--- src/rtl/disp_scan_if.sv ---
// Display-scanner bus: CPU port values and controls in, multiplexed
// seven-segment drive and frame strobe out.
interface disp_scan_if;
  logic [7:0] s1;
  logic [7:0] s2;
  logic [7:0] s3;
  logic [7:0] s4;
  logic       en;
  logic       hold;
  logic [7:0] an;
  logic [6:0] seg;
  logic       dp;
  logic       frame;

  // Side that supplies values and controls and watches the display.
  modport master (
    output s1, s2, s3, s4, en, hold,
    input  an, seg, dp, frame
  );

  // The scanner itself.
  modport slave (
    input  s1, s2, s3, s4, en, hold,
    output an, seg, dp, frame
  );
endinterface

--- src/rtl/disp_scan.sv ---
// disp_scan: eight-digit multiplexed seven-segment scanner. Each digit
// gets one slot of TICK_DIV clocks. The first BLANK clocks of a slot keep
// all anodes off so segment changes never ghost onto a neighbouring digit.
// The four 8-bit values are sampled once per frame (at the end of digit 7)
// so every frame shows one coherent snapshot.

// Display invariants: never more than one anode active, and a dark display
// always has segments and decimal point off.
module disp_scan_chk (
  input logic       clk,
  input logic       reset,
  input logic [7:0] an,
  input logic [6:0] seg,
  input logic       dp
);
  a_one_anode : assert property (@(posedge clk) disable iff (reset)
    $onehot0(~an));

  a_dark_blank : assert property (@(posedge clk) disable iff (reset)
    (an == 8'hFF) |-> ((seg == 7'h7F) && dp));
endmodule

module disp_scan #(
  parameter int TICK_DIV = 50000,
  parameter int BLANK    = 16
) (
  input logic         clk,
  input logic         reset,
  disp_scan_if.slave  bus
);

  localparam int             CW         = $clog2(TICK_DIV);
  localparam logic [CW-1:0]  TICK_MAX   = CW'(TICK_DIV - 1);
  localparam logic [CW-1:0]  BLANK_INIT = CW'(BLANK);

  // Active-low {g,f,e,d,c,b,a} pattern for one hex nibble.
  function automatic logic [6:0] hex_to_seg(input logic [3:0] nib);
    logic [6:0] pat;
    case (nib)
      4'h0:    pat = 7'b1000000;
      4'h1:    pat = 7'b1111001;
      4'h2:    pat = 7'b0100100;
      4'h3:    pat = 7'b0110000;
      4'h4:    pat = 7'b0011001;
      4'h5:    pat = 7'b0010010;
      4'h6:    pat = 7'b0000010;
      4'h7:    pat = 7'b1111000;
      4'h8:    pat = 7'b0000000;
      4'h9:    pat = 7'b0010000;
      4'hA:    pat = 7'b0001000;
      4'hB:    pat = 7'b0000011;
      4'hC:    pat = 7'b1000110;
      4'hD:    pat = 7'b0100001;
      4'hE:    pat = 7'b0000110;
      4'hF:    pat = 7'b0001110;
      default: pat = 7'b1111111;
    endcase
    return pat;
  endfunction

  // State
  logic [CW-1:0] tick_cnt_q, tick_cnt_d;
  logic [2:0]    idx_q,      idx_d;
  logic [CW-1:0] blank_q,    blank_d;
  logic [31:0]   snap_q,     snap_d;     // {s1, s2, s3, s4}
  logic          frame_q,    frame_d;
  logic [7:0]    an_q,       an_d;
  logic [6:0]    seg_q,      seg_d;
  logic          dp_q,       dp_d;

  // Combinational helpers
  logic          tick_s;
  logic          load_s;
  logic          dark_s;
  logic [3:0]    nib_s;

  // Last clock of a digit slot.
  assign tick_s = (tick_cnt_q == TICK_MAX);

  // Snapshot reloads only at the end of digit 7, and only when not frozen.
  assign load_s = tick_s && (idx_q == 3'd7) && !bus.hold;

  // Slot timing: tick counter, digit index and the blanking countdown.
  always_comb begin
    tick_cnt_d = tick_cnt_q;
    idx_d      = idx_q;
    blank_d    = blank_q;
    if (tick_s) begin
      tick_cnt_d = CW'(0);
      idx_d      = idx_q + 3'd1;
      blank_d    = BLANK_INIT;
    end else begin
      tick_cnt_d = tick_cnt_q + CW'(1);
      idx_d      = idx_q;
      if (blank_q != CW'(0)) begin
        blank_d = blank_q - CW'(1);
      end else begin
        blank_d = blank_q;
      end
    end
  end

  // Snapshot capture and the frame strobe that marks it.
  always_comb begin
    snap_d  = snap_q;
    frame_d = 1'b0;
    if (load_s) begin
      snap_d  = {bus.s1, bus.s2, bus.s3, bus.s4};
      frame_d = 1'b1;
    end else begin
      snap_d  = snap_q;
      frame_d = 1'b0;
    end
  end

  // Select the nibble for the current digit: 7/6 = s1, ..., 1/0 = s4.
  always_comb begin
    nib_s = 4'h0;
    case (idx_q)
      3'd7:    nib_s = snap_q[31:28];
      3'd6:    nib_s = snap_q[27:24];
      3'd5:    nib_s = snap_q[23:20];
      3'd4:    nib_s = snap_q[19:16];
      3'd3:    nib_s = snap_q[15:12];
      3'd2:    nib_s = snap_q[11:8];
      3'd1:    nib_s = snap_q[7:4];
      3'd0:    nib_s = snap_q[3:0];
      default: nib_s = 4'h0;
    endcase
  end

  // Next anode/segment/dp drive; dark during blanking or when disabled.
  always_comb begin
    dark_s = (blank_q != CW'(0)) || !bus.en;
    an_d   = 8'hFF;
    seg_d  = 7'h7F;
    dp_d   = 1'b1;
    if (dark_s) begin
      an_d  = 8'hFF;
      seg_d = 7'h7F;
      dp_d  = 1'b1;
    end else begin
      an_d  = ~(8'h01 << idx_q);
      seg_d = hex_to_seg(nib_s);
      if ((idx_q == 3'd6) || (idx_q == 3'd4) || (idx_q == 3'd2)) begin
        dp_d = 1'b0;
      end else begin
        dp_d = 1'b1;
      end
    end
  end

  // State and output registers; reset wins over tick, hold and load.
  always_ff @(posedge clk) begin
    if (reset) begin
      tick_cnt_q <= CW'(0);
      idx_q      <= 3'd0;
      blank_q    <= BLANK_INIT;
      snap_q     <= 32'h0000_0000;
      frame_q    <= 1'b0;
      an_q       <= 8'hFF;
      seg_q      <= 7'h7F;
      dp_q       <= 1'b1;
    end else begin
      tick_cnt_q <= tick_cnt_d;
      idx_q      <= idx_d;
      blank_q    <= blank_d;
      snap_q     <= snap_d;
      frame_q    <= frame_d;
      an_q       <= an_d;
      seg_q      <= seg_d;
      dp_q       <= dp_d;
    end
  end

  assign bus.an    = an_q;
  assign bus.seg   = seg_q;
  assign bus.dp    = dp_q;
  assign bus.frame = frame_q;

  disp_scan_chk u_chk (
    .clk   (clk),
    .reset (reset),
    .an    (an_q),
    .seg   (seg_q),
    .dp    (dp_q)
  );

endmodule

--- src/flat_wrapper.sv ---
// flat-port wrapper written by rule: the top's interface ports become plain ports
module disp_scan_flat 
#(
  parameter int TICK_DIV = 50000,
  parameter int BLANK    = 16
)
  (clk, reset, bus_s1, bus_s2, bus_s3, bus_s4, bus_en, bus_hold, bus_an, bus_seg, bus_dp, bus_frame);
  disp_scan_if bus_i ();
  input logic clk;
  input logic reset;
  input wire logic [$bits(bus_i.s1)-1:0] bus_s1;
  input wire logic [$bits(bus_i.s2)-1:0] bus_s2;
  input wire logic [$bits(bus_i.s3)-1:0] bus_s3;
  input wire logic [$bits(bus_i.s4)-1:0] bus_s4;
  input wire logic [$bits(bus_i.en)-1:0] bus_en;
  input wire logic [$bits(bus_i.hold)-1:0] bus_hold;
  output wire logic [$bits(bus_i.an)-1:0] bus_an;
  output wire logic [$bits(bus_i.seg)-1:0] bus_seg;
  output wire logic [$bits(bus_i.dp)-1:0] bus_dp;
  output wire logic [$bits(bus_i.frame)-1:0] bus_frame;
  assign bus_i.s1 = bus_s1;
  assign bus_i.s2 = bus_s2;
  assign bus_i.s3 = bus_s3;
  assign bus_i.s4 = bus_s4;
  assign bus_i.en = bus_en;
  assign bus_i.hold = bus_hold;
  assign bus_an = bus_i.an;
  assign bus_seg = bus_i.seg;
  assign bus_dp = bus_i.dp;
  assign bus_frame = bus_i.frame;
  disp_scan #(.TICK_DIV(TICK_DIV), .BLANK(BLANK)) u_core (.clk(clk), .reset(reset), .bus(bus_i));
endmodule
--- config.mk ---
export PLATFORM = sky130hd
export DESIGN_NAME = disp_scan_flat
export DESIGN_NICKNAME = d
export VERILOG_FILES = /design/src/rtl/disp_scan_if.sv /design/src/rtl/disp_scan.sv /design/src/flat_wrapper.sv
export SDC_FILE = /design/constraint.sdc
export NUM_CORES = 1
export LEC_CHECK = 0
export ABC_AREA = 1
export BUFFER_PORTS_ARGS = -buffer_cell sky130_fd_sc_hd__buf_4
export CAP_MARGIN = 20
export CORE_ASPECT_RATIO = 1.5
export CORE_MARGIN = 5
export CORE_UTILIZATION = 30
export CTS_BUF_LIST = sky130_fd_sc_hd__clkbuf_8
export DETAILED_ROUTE_END_ITERATION = 6
export PLACE_DENSITY = 0.51
export SETUP_SLACK_MARGIN = 0.05
export SLEW_MARGIN = 5
export SYNTH_ARGS = -nofsm -noshare
export SYNTH_HDL_FRONTEND = slang
export SYNTH_SLANG_ARGS = --single-unit
--- constraint.sdc ---
create_clock -name clk -period 2.2 [get_ports clk]
set_clock_uncertainty 0.05 [all_clocks]
set_input_delay 0.22 -clock clk [delete_from_list [all_inputs] [get_ports clk]]
set_output_delay 0.22 -clock clk [all_outputs]
set_load 0.01 [all_outputs]
* After elaboration in Yosys (flattened, before gate mapping)
Memory sizes are Yosys's and may differ from the RTL's. A register that Yosys moved wholly into a read port is not among the register bits. Cells that the tools add are included.
Storage, ports and cells: flip-flop bits (word level) 77, ROM bits 112, input bits 36, output and inout port bits 17, logic and storage cells 35, memories 1
Memories:
- (name not given) | depth 16, bits a word 7, read ports 1, clocked after memory_dff 1, wr ports 0, line disp_scan.sv:39 | case (nib)
Operators by class: $add $sub $neg 3, equality and inequality tests 8, shift-type cells 1, muxes and demuxes 3, bitwise gates (word level) 1, reduce and logical (&&, ||, !) cells 11
Operator list (number):
- one-hot mux 4 bit (8 select lines) | 1
- adder 16 x 1 -> 16 bit, second input constant | 1
- equality test 16 bit, second input constant | 1
- nonzero test 16 bit | 1
- subtractor 16 x 1 -> 16 bit, second input constant | 1
- equality test 3 bit, second input constant | 4
- NOT 8 bit | 1
- << shifter 1 x 3 -> 8 bit, first input constant | 1
- equality test 3 x 2 -> 1 bit, second input constant | 2
- OR reduction 2 bit | 2
- adder 3 x 1 -> 3 bit, second input constant | 1
- equality test 3 x 1 -> 1 bit, second input constant | 1
- logical NOT 3 bit | 1
- logical OR 1 bit | 3
- logical AND 1 bit | 2
- logical NOT 1 bit | 2
- 2-to-1 mux 1 bit | 2

* Logic depth before layout (Yosys ltp)
Gate-level depths: netlist of the first run.
word-level depth 4, mapped depth 16, mapped depth without buffers 15

* Worst setup path after synthesis of the first run
OpenSTA, ideal clock, no wires.
path kind reg2reg, from reg u_core.idx_q[2], to reg u_core.seg_q[1] (netlist: u_core.bus.seg[1]), library setup time 0.117 ns, arrival 1.880 ns, required time 2.033 ns, setup slack 0.153 ns, stages on the path, launching flop included 14, buffers on the path 1, period minus slack after synthesis 2.047 ns, cell sequence dfxtp_1 > inv_2 > buf_2 > ha_1 > nand2_1 > nand2_1 > nor2_1 > nand2_1 > nor2_1 > ha_1 > nand2_1 > inv_1 > a21oi_1 > nand2_1
On the way: longest elaborated chain between the ends 2, elaborated cells on any way between the ends 9, classes of those cells eq/ne (7); mux (1); reduce/logical (1)
Ends and longest elaborated chain:
- start, declared | line disp_scan.sv:63 | logic [2:0] idx_q, idx_d;
- start signal, assigned | line disp_scan.sv:166 | idx_q <= idx_d;
- equality test 3 x 1 -> 1 bit (tied with other cells) | line disp_scan.sv:119 | case (idx_q)
- one-hot mux 4 bit (8 select lines) (*) | line disp_scan.sv:119
- end, declared | line disp_scan.sv:68 | logic [6:0] seg_q, seg_d;
Mark *: on every way between the ends. The rest lies on a longest branch, timed or not. A chain may end at the register's enable or synchronous reset.

* Final worst setup path of the first run
from reg u_core.idx_q[0], to reg u_core.seg_q[4] (netlist: u_core.bus.seg[4])
The elaborated chain is that of the path after synthesis.

==> results.py, run 1 <==
metrics = {
    "status": {
        "outcome": "finished, final reports clean",
    },
    "routing": {
        "drt_iter0_drc": 88,
        "drc": 0,
        "drt_pass1_iterations": 4,
        "wl_per_cell_um": 12.2,
        "wirelength_um": 10200,
        "viasPerCell": 4.45,
        "vias": 3745,
        "ant_nets": 0,
    },
    "clock_tree": {
        "clk_latency_ns": 0.36,
        "path_clk_slew_ns": 0.09,
        "cts-root-buf": "clkbuf_8",
        "cts_sinks": 84,
        "cts_buffers": 9,
        "cts_tree": "built",
        "max-clock-path-buffers": 2,
        "htree_levels": 3,
    },
    "floorplan": {
        "io_pins": 53,
        "die_h_um": 154,
        "initial_core_util": 0.307,
        "rows": 52,
        "die_area_mm2": 0.0163,
        "coreArea_mm2": 0.0135,
        "die_w_um": 106,
    },
    "synth": {
        "avgSynthCellArea_um2": 6.69,
        "synth-seq-area-share": 0.405,
        "synth-simple-area-share": 0.390,
        "synth_xor_area_frac": 0.0317,
        "synth_nets": 671,
        "yosysUniqueCellTypes": 26,
        "syn_inst": 620,
        "synthAdderAreaFrac": 0.0452,
        "synth_compound_area_frac": 0.0280,
        "synth.area.mux_share": 0,
        "synth_top_family_by_area": "simple AND/OR/NAND/NOR gates",
        "synthesis.area_mm2": 0.00415,
        "ys_seq_elements": 84,
        "synth_warnings": 0,
    },
    "worst_setup_path": {
        "crit_path_max_fanout": 6,
        "worst_ep_arrival_time_ns": 2.26,
        "cp_slowest_stage_delay_ns": 0.38,
        "critPathKind": "reg -> reg",
        "cp_top_family": "simple AND/OR/NAND/NOR gates",
        "critPathBufInv": 1,
        "cpMaxStageDelayCell": "dfxtp_4",
        "worstPathRequired_ns": 2.45,
        "path_cells": "ha_2, ha_4, inv_2, nand3_4, nor2_4, nand3b_1, ha_2, nand4_1, nor2_1, nor2_1, nand2_1",
        "setup.worst_path.start_class": "flip-flop",
        "cp-end-kind": "flip-flop",
    },
    "final_layout": {
        "diodes": 0,
        "syn_to_final_growth_pct": 22.3,
        "num-nets-final": 726,
        "design_area_mm2": 0.00507,
        "final_cells": 841,
        "drive_gt1_frac": 0.175,
    },
    "placement": {
        "place_area_mm2": 0.00471,
        "place_inst": 822,
        "dp_hpwl_um": 7500,
        "io_buffers": 52,
        "gp_congestion": 0.845,
    },
    "sta": {
        "slew_headroom": 0.682,
        "finalMaxSlewViolations": 0,
        "rsz0062_at_grt": "no",
        "fin_crit_sh": 0.916,
        "worstMarginPinSlew_ns": 0.476,
        "hold_viol": 0,
        "fin_crit_ns": 2.02,
        "fmax_mhz": 496,
        "setup_viol": 0,
    },
    "global_routing": {
        "antenna_found_initial": 0,
        "grt_pass1_wl_um": 17000,
        "grt_max_degree": 59,
        "overflow": 0,
        "grt_pass1_vias": 3769,
        "track_usage": 0.127,
    },
    "min_path": {
        "hold_class": "in -> reg",
    },
    "power_and_ir_drop": {
        "vdd_drop_max_mv": 0.259,
        "pwr_density_cell_mw_per_mm2": 749,
        "power_mw": 3.80,
        "leakage_nw": 2.48,
    },
    "job": {
        "max_cap_violations": 0,
    },
}
-- worst paths after layout --
kind                        startpoint              endpoint  slack [ns]  cells after the start
setup / recovery       u_core.idx_q[0]     u_core.bus.seg[4]        0.18                     11
hold / removal               bus_s1[4]     u_core.snap_q[28]        0.03                      3
setup reg to reg       u_core.idx_q[0]     u_core.bus.seg[4]        0.18                     11
hold reg to reg   u_core.tick_cnt_q[0]  u_core.tick_cnt_q[0]        0.41                      1
-- stage by stage --
stage / setup TNS, ns / util / worst slack, ns / hold slack, ns
floorplan: 0 / - / 0.153 / 0.242
global placement: -0.00789 / 0.348 / -0.00659 / 0.354
detailed placement: -0.0769 / 0.348 / -0.0328 / 0.362
CTS: 0 / 0.366 / 0.0516 / 0.00805
global route: 0 / 0.375 / 0.0202 / 0.0136
finish: 0 / 0.375 / 0.184 / 0.0283
-- state kept, by name, summed over array words and instances, names as in the netlist --
register / flops
u_core.snap_q: 32
u_core.blank_q: 16
u_core.tick_cnt_q: 16
u_core.bus.an: 8
u_core.bus.seg: 7
u_core.idx_q: 3
u_core.bus.dp: 1
u_core.bus.frame: 1
-- cell type report --
class	instances	area [µm²]
well taps	162	203
fillers	1460	8460
multi-input cells	438	2160
clock inverters	5	77.6
clock buffers	10	138
flip-flops and latches	84	1690
repair buffers	65	513
inverters	77	292
-- repair_timing --
item | in CTS | in global routing
setup buffers | 0 | 3
gates resized for setup | 7 | 27
pin swaps | 0 | 6
hold buffers | 1 | 0
endpoints found under the hold margin | 1 | 0
endpoints found under the setup margin | 7 | 8
-- worst min-delay path: cells and delay by family --
family / cells / cell delay, ns
buffers and inverters: 1 / 0.07
and+or+nand+nor: 2 / 0.11
-- Yosys cell counts --
cell,n,area share
nand2_1,170,0.15
nand3_1,41,0.049
xor2_1,13,0.027
or2_0,1,0.0015
xnor2_1,2,0.0042
inv_1,72,0.065
or2_2,2,0.0030
dfxtp_1,84,0.41
buf_6,3,0.0081
o21ai_0,7,0.0084
a21oi_1,15,0.018
buf_4,4,0.0072
nand4_2,1,0.0030
a31oi_1,1,0.0015
nor3_2,3,0.0072
ha_1,15,0.045
nor2_1,130,0.12
buf_2,8,0.0097
inv_2,5,0.0045
nand3_2,2,0.0048
clkbuf_1,6,0.0054
nand2_2,2,0.0030
nor3_1,13,0.016
nand3b_1,1,0.0018
nor2_2,4,0.0060
nand4_1,15,0.023
-- cells by family (layout without fill, tap and decap cells) --
logic type | Yosys count | count (layout)
flops | 84 | 84
simple gates | 385 | 385
fa+ha+maj | 15 | 15
compound gates | 23 | 23
xor+xnor | 15 | 15
buf+inv | 98 | 157
-- cell usage in the layout, fill, tap and decap left out, drive strengths merged, types with 3 or more instances in the layout --
master	netlist	routed
a21oi	15	15
buf	15	63
clkbuf	6	11
dfxtp	84	84
ha	15	15
inv	77	78
nand2	172	172
nand3	43	43
nand4	16	16
nor2	134	134
nor3	16	16
o21ai	7	7
or2	3	3
xor2	13	13
-- layer usage --
metal	GRT usage	vias up	wire [µm]
li1	-	2006	-
met2	0.222	58	5170
met5	0	-	0
met3	0.0260	14	261
met4	0.0531	0	191
met1	0.151	1667	4600
-- where the power goes --
part           internal [mW]  total, mW  switching [mW]  leakage, nW
registers               1.64       1.73          0.0935        0.681
logic                  0.339      0.864           0.526         1.68
clock network          0.661       1.21           0.545        0.114
Note: power is estimated with default switching activity, not from simulation.
==> run 2, diff against run 1 <==
Settings changed: CTS_BUF_LIST sky130_fd_sc_hd__clkbuf_8 to sky130_fd_sc_hd__clkbuf_16.
==> run 2 against run 1 <==
  * Final area increased by 1.0%
  * Worst hold slack got worse by 0.0055 ns
  * Total power up 9.7%
  * Critical path depth stayed put
  * Non-clock buffer count down 1
  * Critical path type unchanged
  * Largest cell class unchanged
==> results.py, run 2 (same netlist as run 1, synthesis figures left out) <==
metrics = {
    "floorplan": {
        "coreArea_mm2": 0.0135,
        "die_h_um": 154,
        "io_pins": 53,
        "initial_core_util": 0.307,
        "die_area_mm2": 0.0163,
        "rows": 52,
        "die_w_um": 106,
    },
    "sta": {
        "hold_viol": 0,
        "fin_crit_ns": 2.02,
        "setup_viol": 0,
        "holdWs_ns": 0.0228,
        "finalMaxSlewViolations": 0,
        "fin_crit_sh": 0.919,
        "rsz0062_at_grt": "yes",
        "worstMarginPinSlew_ns": 0.469,
        "fmax_mhz": 494,
        "slew_headroom": 0.687,
    },
    "final_layout": {
        "drive_gt1_frac": 0.168,
        "final_cell_mix": "nand2_1 (168), nor2_1 (127), dfxtp_1 (82)",
        "final_cells": 840,
        "regMostFlops": "u_core.snap_q",
        "diodes": 0,
        "final_util": 0.379,
        "design_area_mm2": 0.00513,
        "reg.largest.list": "u_core.snap_q x32, u_core.blank_q x16, u_core.tick_cnt_q x16",
        "largest_reg_flops": 32,
        "syn_to_final_growth_pct": 23.6,
        "num-nets-final": 725,
        "layout_commonest_cell": "nand2_1",
    },
    "worst_setup_path": {
        "startpoint": "u_core.idx_q[0]",
        "cp-end-kind": "flip-flop",
        "r2r-start": "u_core.idx_q[0]",
        "crit_path_max_fanout": 6,
        "critPathKind": "reg -> reg",
        "worst_ep_arrival_time_ns": 2.24,
        "r2r_setup_slack_ns": 0.18,
        "setup.worst_path.start_class": "flip-flop",
        "worstPathRequired_ns": 2.41,
    },
    "global_routing": {
        "overflow": 0,
        "grt_pass1_wl_um": 17000,
        "antenna_found_initial": 0,
        "grt_max_degree": 59,
        "track_usage": 0.128,
        "grt_pass1_vias": 3778,
    },
    "job": {
        "max_cap_violations": 0,
    },
    "routing": {
        "wirelength_um": 10300,
        "vias": 3794,
        "ant_nets": 0,
        "drt_iter0_drc": 84,
        "viasPerCell": 4.52,
        "drc": 0,
        "drt_pass1_iterations": 4,
        "wl_per_cell_um": 12.2,
    },
    "clock_tree": {
        "cts_tree": "built",
        "path_clk_slew_ns": 0.06,
        "cts-root-buf": "clkbuf_16",
        "htree_levels": 3,
        "max-clock-path-buffers": 2,
        "cts_buffers": 9,
        "clk_latency_ns": 0.34,
        "cts_hold_buf": 0,
        "cts_sinks": 84,
    },
    "power_and_ir_drop": {
        "switching_share": 0.291,
        "vdd_drop_max_mv": 0.283,
        "leakage_nw": 2.51,
        "power_frac_seq": 0.416,
        "power_frac_comb": 0.207,
        "power_mw": 4.17,
        "p_clk_frac": 0.377,
        "p_int_mw": 2.96,
        "pwr_density_cell_mw_per_mm2": 813,
        "switchingPower_mw": 1.21,
    },
    "placement": {
        "dp_hpwl_um": 7500,
        "place_inst": 822,
        "place_area_mm2": 0.00471,
        "gp_congestion": 0.845,
        "io_buffers": 52,
    },
    "min_path": {
        "hp-start": "reset",
        "hold_class": "in -> reg",
    },
    "status": {
        "outcome": "finished, final reports clean",
    },
}
[run 2: cell count changes in the layout (fill, tap and decap cells not counted), sizes merged]
cell	change
clkbuf	-1
clkinv	+1
dlygate4sd3	-1
[run 2: worst max-delay path, cell delays in order, from the launching register on]
cell and delay, ns:
dfxtp_4 0.36, ha_2 0.21, ha_4 0.19, inv_2 0.08, nand3_2 0.10, nor2_2 0.14, nand3b_1 0.18, ha_2 0.23
nand4_1 0.16, nand2_1 0.11, nand2_1 0.05, nand3_1 0.08
[run 2: repair_timing]
item                                    4_1_cts  5_1_grt
gates cloned                                  0        0
gates resized for setup                       5       21
endpoints found under the setup margin        7        8
pin swaps                                     0        4
endpoints found under the hold margin         0        0
buffers inserted                              0        3
[run 2: cell type report]
cell class / instances / area [µm²]
multi-input combinational: 438 / 2140
fill: 1459 / 8410
clock inverter: 6 / 81.3
inverter: 77 / 289
clock buffer: 9 / 225
timing repair buffer: 64 / 503
tap: 162 / 203
sequential: 84 / 1690
[run 2: power groups by stage]
stage          sequential, mW  clock [mW]  combinational (mW)
2_1_floorplan            1.75           0               0.663
3_3_place_gp             1.76           0               0.865
3_5_place_dp             1.76           0               0.865
4_1_cts                  1.73        1.62               0.869
5_1_grt                  1.75        1.68                1.01
6_report                 1.73        1.57               0.863
[run 2: per-stage QoR]
stage / setup TNS (ns) / setup slack (ns)
floorplan: 0 / 0.153
global placement: -0.00789 / -0.00659
detailed placement: -0.0769 / -0.0328
CTS: 0 / 0.0520
global route: 0 / 0.00877
finish: 0 / 0.177
[run 2: path summary, 6_finish.rpt]
| path | end | cells after the start |
|---|---|---|
| worst max-delay path | u_core.bus.seg[3] | 11 |
| worst min-delay path | u_core.bus.frame | 2 |
| worst max register to register | u_core.bus.seg[3] | 11 |
| worst min register to register | u_core.tick_cnt_q[0] | 1 |
[run 2: layer usage]
layer / global-route usage / vias up / share of wire
li1: - / 2007 / -
met1: 0.152 / 1700 / 0.44
met2: 0.221 / 66 / 0.51
met3: 0.0260 / 21 / 0.031
met4: 0.0574 / 0 / 0.022
met5: 0 / - / 0
==> run 3, diff against run 2 <==
Settings changed: PLACE_DENSITY 0.51 to 0.5, SYNTH_HIERARCHICAL from default to 1.
==> run 3 against run 2 <==
  * Utilization about the same
  * Register-to-register slack about the same
  * Sequential power about the same
  * Area after synthesis increased by 1.2%
  * Clock power increased by 4%
  * Largest power group unchanged
  * Synthesized cell count increased by 2.6%
  * Worst hold slack improved by 0.0071 ns
  * Die area increased by 1.1%
  * Routed wire length increased by 3.8%
  * Via count increased by 2.3%
  * Sequential share of layout area decreased by 0.74 points
  * Non-clock buffer count increased by 7
==> results.py, run 3 <==
metrics = {
    "status": {
        "outcome": "finished, final reports clean",
    },
    "synth": {
        "synth_common_cells": "nand2_1 (185), nor2_1 (134), dfxtp_1 (84), inv_1 (72), nand3_1 (51)",
        "ys.flop_type": "dfxtp_1",
        "avgSynthCellArea_um2": 6.60,
        "synth_nets": 686,
        "yosysUniqueCellTypes": 29,
        "synth-edff-count": 0,
        "ys_seq_elements": 84,
        "synthDominantCellAreaShare": 0.400,
        "syn_inst": 636,
        "synthesis.area_mm2": 0.00420,
        "synthTopCellsByArea": "dfxtp_1 (40%), nand2_1 (17%), nor2_1 (12%)",
        "synth_warnings": 6,
        "synth-seq-area-share": 0.400,
        "synthArstFlopShare": 0,
        "synth.largest_area_cell": "dfxtp_1",
        "yosysMostFrequentCell": "nand2_1",
    },
    "clock_tree": {
        "cts_hold_buf": 0,
        "cts_tree": "built",
        "clk_latency_ns": 0.34,
        "cts-root-buf": "clkbuf_16",
        "htree_levels": 3,
        "max-clock-path-buffers": 2,
        "cts_buffers": 9,
        "cts_sinks": 84,
        "path_clk_slew_ns": 0.06,
    },
    "global_routing": {
        "antenna_found_initial": 0,
        "track_usage": 0.132,
        "grt_max_degree": 32,
        "grt_pass1_vias": 3908,
        "overflow": 0,
        "grt_pass1_wl_um": 17500,
    },
    "routing": {
        "vias": 3883,
        "ant_nets": 0,
        "drt_pass1_iterations": 4,
        "viasPerCell": 4.47,
        "drc": 0,
        "drt_iter0_drc": 118,
        "wirelength_um": 10600,
        "wl_per_cell_um": 12.2,
    },
    "placement": {
        "io_buffers": 52,
        "dp_hpwl_um": 8290,
        "gp_congestion": 0.935,
    },
    "sta": {
        "fmax_mhz": 494,
        "setup_viol": 0,
        "rsz0062_at_grt": "yes",
        "fin_crit_sh": 0.921,
        "slew_headroom": 0.696,
        "fin_crit_ns": 2.03,
        "finalMaxSlewViolations": 0,
        "hold_viol": 0,
        "worstMarginPinSlew_ns": 0.452,
    },
    "power_and_ir_drop": {
        "switchingPower_mw": 1.21,
        "power_frac_seq": 0.412,
        "pwr_density_cell_mw_per_mm2": 797,
        "vdd_drop_max_mv": 0.425,
        "p_clk_frac": 0.390,
        "power_frac_comb": 0.198,
        "leakage_nw": 2.52,
        "switching_share": 0.290,
        "power_mw": 4.18,
        "p_int_mw": 2.97,
    },
    "floorplan": {
        "io_pins": 53,
        "die_h_um": 155,
        "initial_core_util": 0.303,
        "coreArea_mm2": 0.0139,
        "rows": 53,
        "die_area_mm2": 0.0165,
        "die_w_um": 107,
    },
    "worst_setup_path": {
        "critPathKind": "reg -> reg",
        "cp_top_family": "simple AND/OR/NAND/NOR gates",
        "worst_ep_arrival_time_ns": 2.19,
        "crit_path_max_fanout": 5,
        "critPathBufInv": 3,
        "cpMaxStageDelayCell": "dfxtp_4",
        "worstPathRequired_ns": 2.36,
        "cp_slowest_stage_delay_ns": 0.36,
        "setup.worst_path.start_class": "flip-flop",
        "cp-end-kind": "flip-flop",
        "path_cells": "ha_2, ha_4, buf_4, nand2_1, nand2_1, nor2_1, nand2_1, nand2_2, inv_2, ha_2, inv_1, nand4_1, nand3_1, nand3_1",
        "crit_top_cell": "nand2_1",
    },
    "final_layout": {
        "diodes": 0,
        "syn_to_final_growth_pct": 24.9,
        "reg.largest.list": "u_core/snap_q x32, u_core/blank_q x16, u_core/tick_cnt_q x16",
        "fill_cells": 1521,
        "num-nets-final": 749,
        "regMostFlops": "u_core/snap_q",
        "drive_gt1_frac": 0.170,
        "largest_reg_flops": 32,
        "layout_commonest_cell": "nand2_1",
        "final_cell_mix": "nand2_1 (182), nor2_1 (131), dfxtp_1 (82)",
        "final_util": 0.378,
    },
    "job": {
        "max_cap_violations": 0,
    },
    "min_path": {
        "hold_class": "in -> reg",
    },
}
==> run 3: final timing paths <==
check / from / endpoint / slack (ns) / depth (start not counted)
min reg2reg: u_core/tick_cnt_q[0] / u_core/tick_cnt_q[0] / 0.40 / 1
max: u_core/idx_q[0] / u_core/bus.seg[0] / 0.17 / 14
min: reset / u_core/idx_q[1] / 0.03 / 2
max reg2reg: u_core/idx_q[0] / u_core/bus.seg[0] / 0.17 / 14
==> run 3: per-layer routing <==
layer / vias to the layer above / global-route usage / wire [µm]
met4: 0 / 0.0457 / 185
li1: 2074 / - / -
met1: 1742 / 0.135 / 4230
met2: 51 / 0.261 / 5900
met5: - / 0 / 0
met3: 16 / 0.0274 / 328
==> run 3: repair_timing <==
item | in CTS | in global routing
pin swaps | 0 | 5
endpoints found under the setup margin | 5 | 7
resized for setup | 5 | 25
gates cloned | 0 | 0
setup buffers | 0 | 3
hold endpoints to repair | 0 | 0
==> run 3: cell type report <==
type	instances	area [µm²]	area share
clock buffers	9	225	0.0429
clock inverters	7	101	0.0193
inverters	77	293	0.0558
multi-input cells	456	2190	0.419
flip-flops and latches	84	1690	0.322
well taps	165	206	0.0394
repair buffers	71	537	0.102
==> run 3: logic make-up after synthesis <==
family,share of synthesized area
fa+ha+maj,0.0417
compound gates,0.0328
flops,0.400
simple gates,0.396
buf+inv,0.0998
xor+xnor,0.0292
==> run 3: worst reg2reg max path: cells and delay by family (launching register included) <==
family / cells / cell delay [ns]
flip-flops: 1 / 0.36
buffers and inverters: 3 / 0.27
AND/OR/NAND/NOR: 8 / 0.67
adder cells (fa/ha/maj): 3 / 0.56
==> run 3: power by group through the flow <==
stage	Combinational, mW	Sequential, mW	Clock (mW)
after floorplan	0.621	1.74	0
after global placement	0.828	1.75	0
after detailed placement	0.835	1.76	0
after CTS	0.840	1.72	1.69
after global routing	0.959	1.73	1.76
final	0.829	1.72	1.63
==> run 3: metrics by stage <==
step	TNS, ns	hold WS [ns]	instance area [µm²]	std cells	setup slack [ns]
5_1_grt	0	0.0213	5240	869	0.0181
3_3_place_gp	0	0.381	4790	850	0.0903
2_1_floorplan	0	0.239	4200	636	0.0517
3_5_place_dp	-0.0388	0.387	4790	850	-0.0197
4_1_cts	0	0.0164	5130	866	0.0475
6_report	0	0.0299	5240	869	0.174
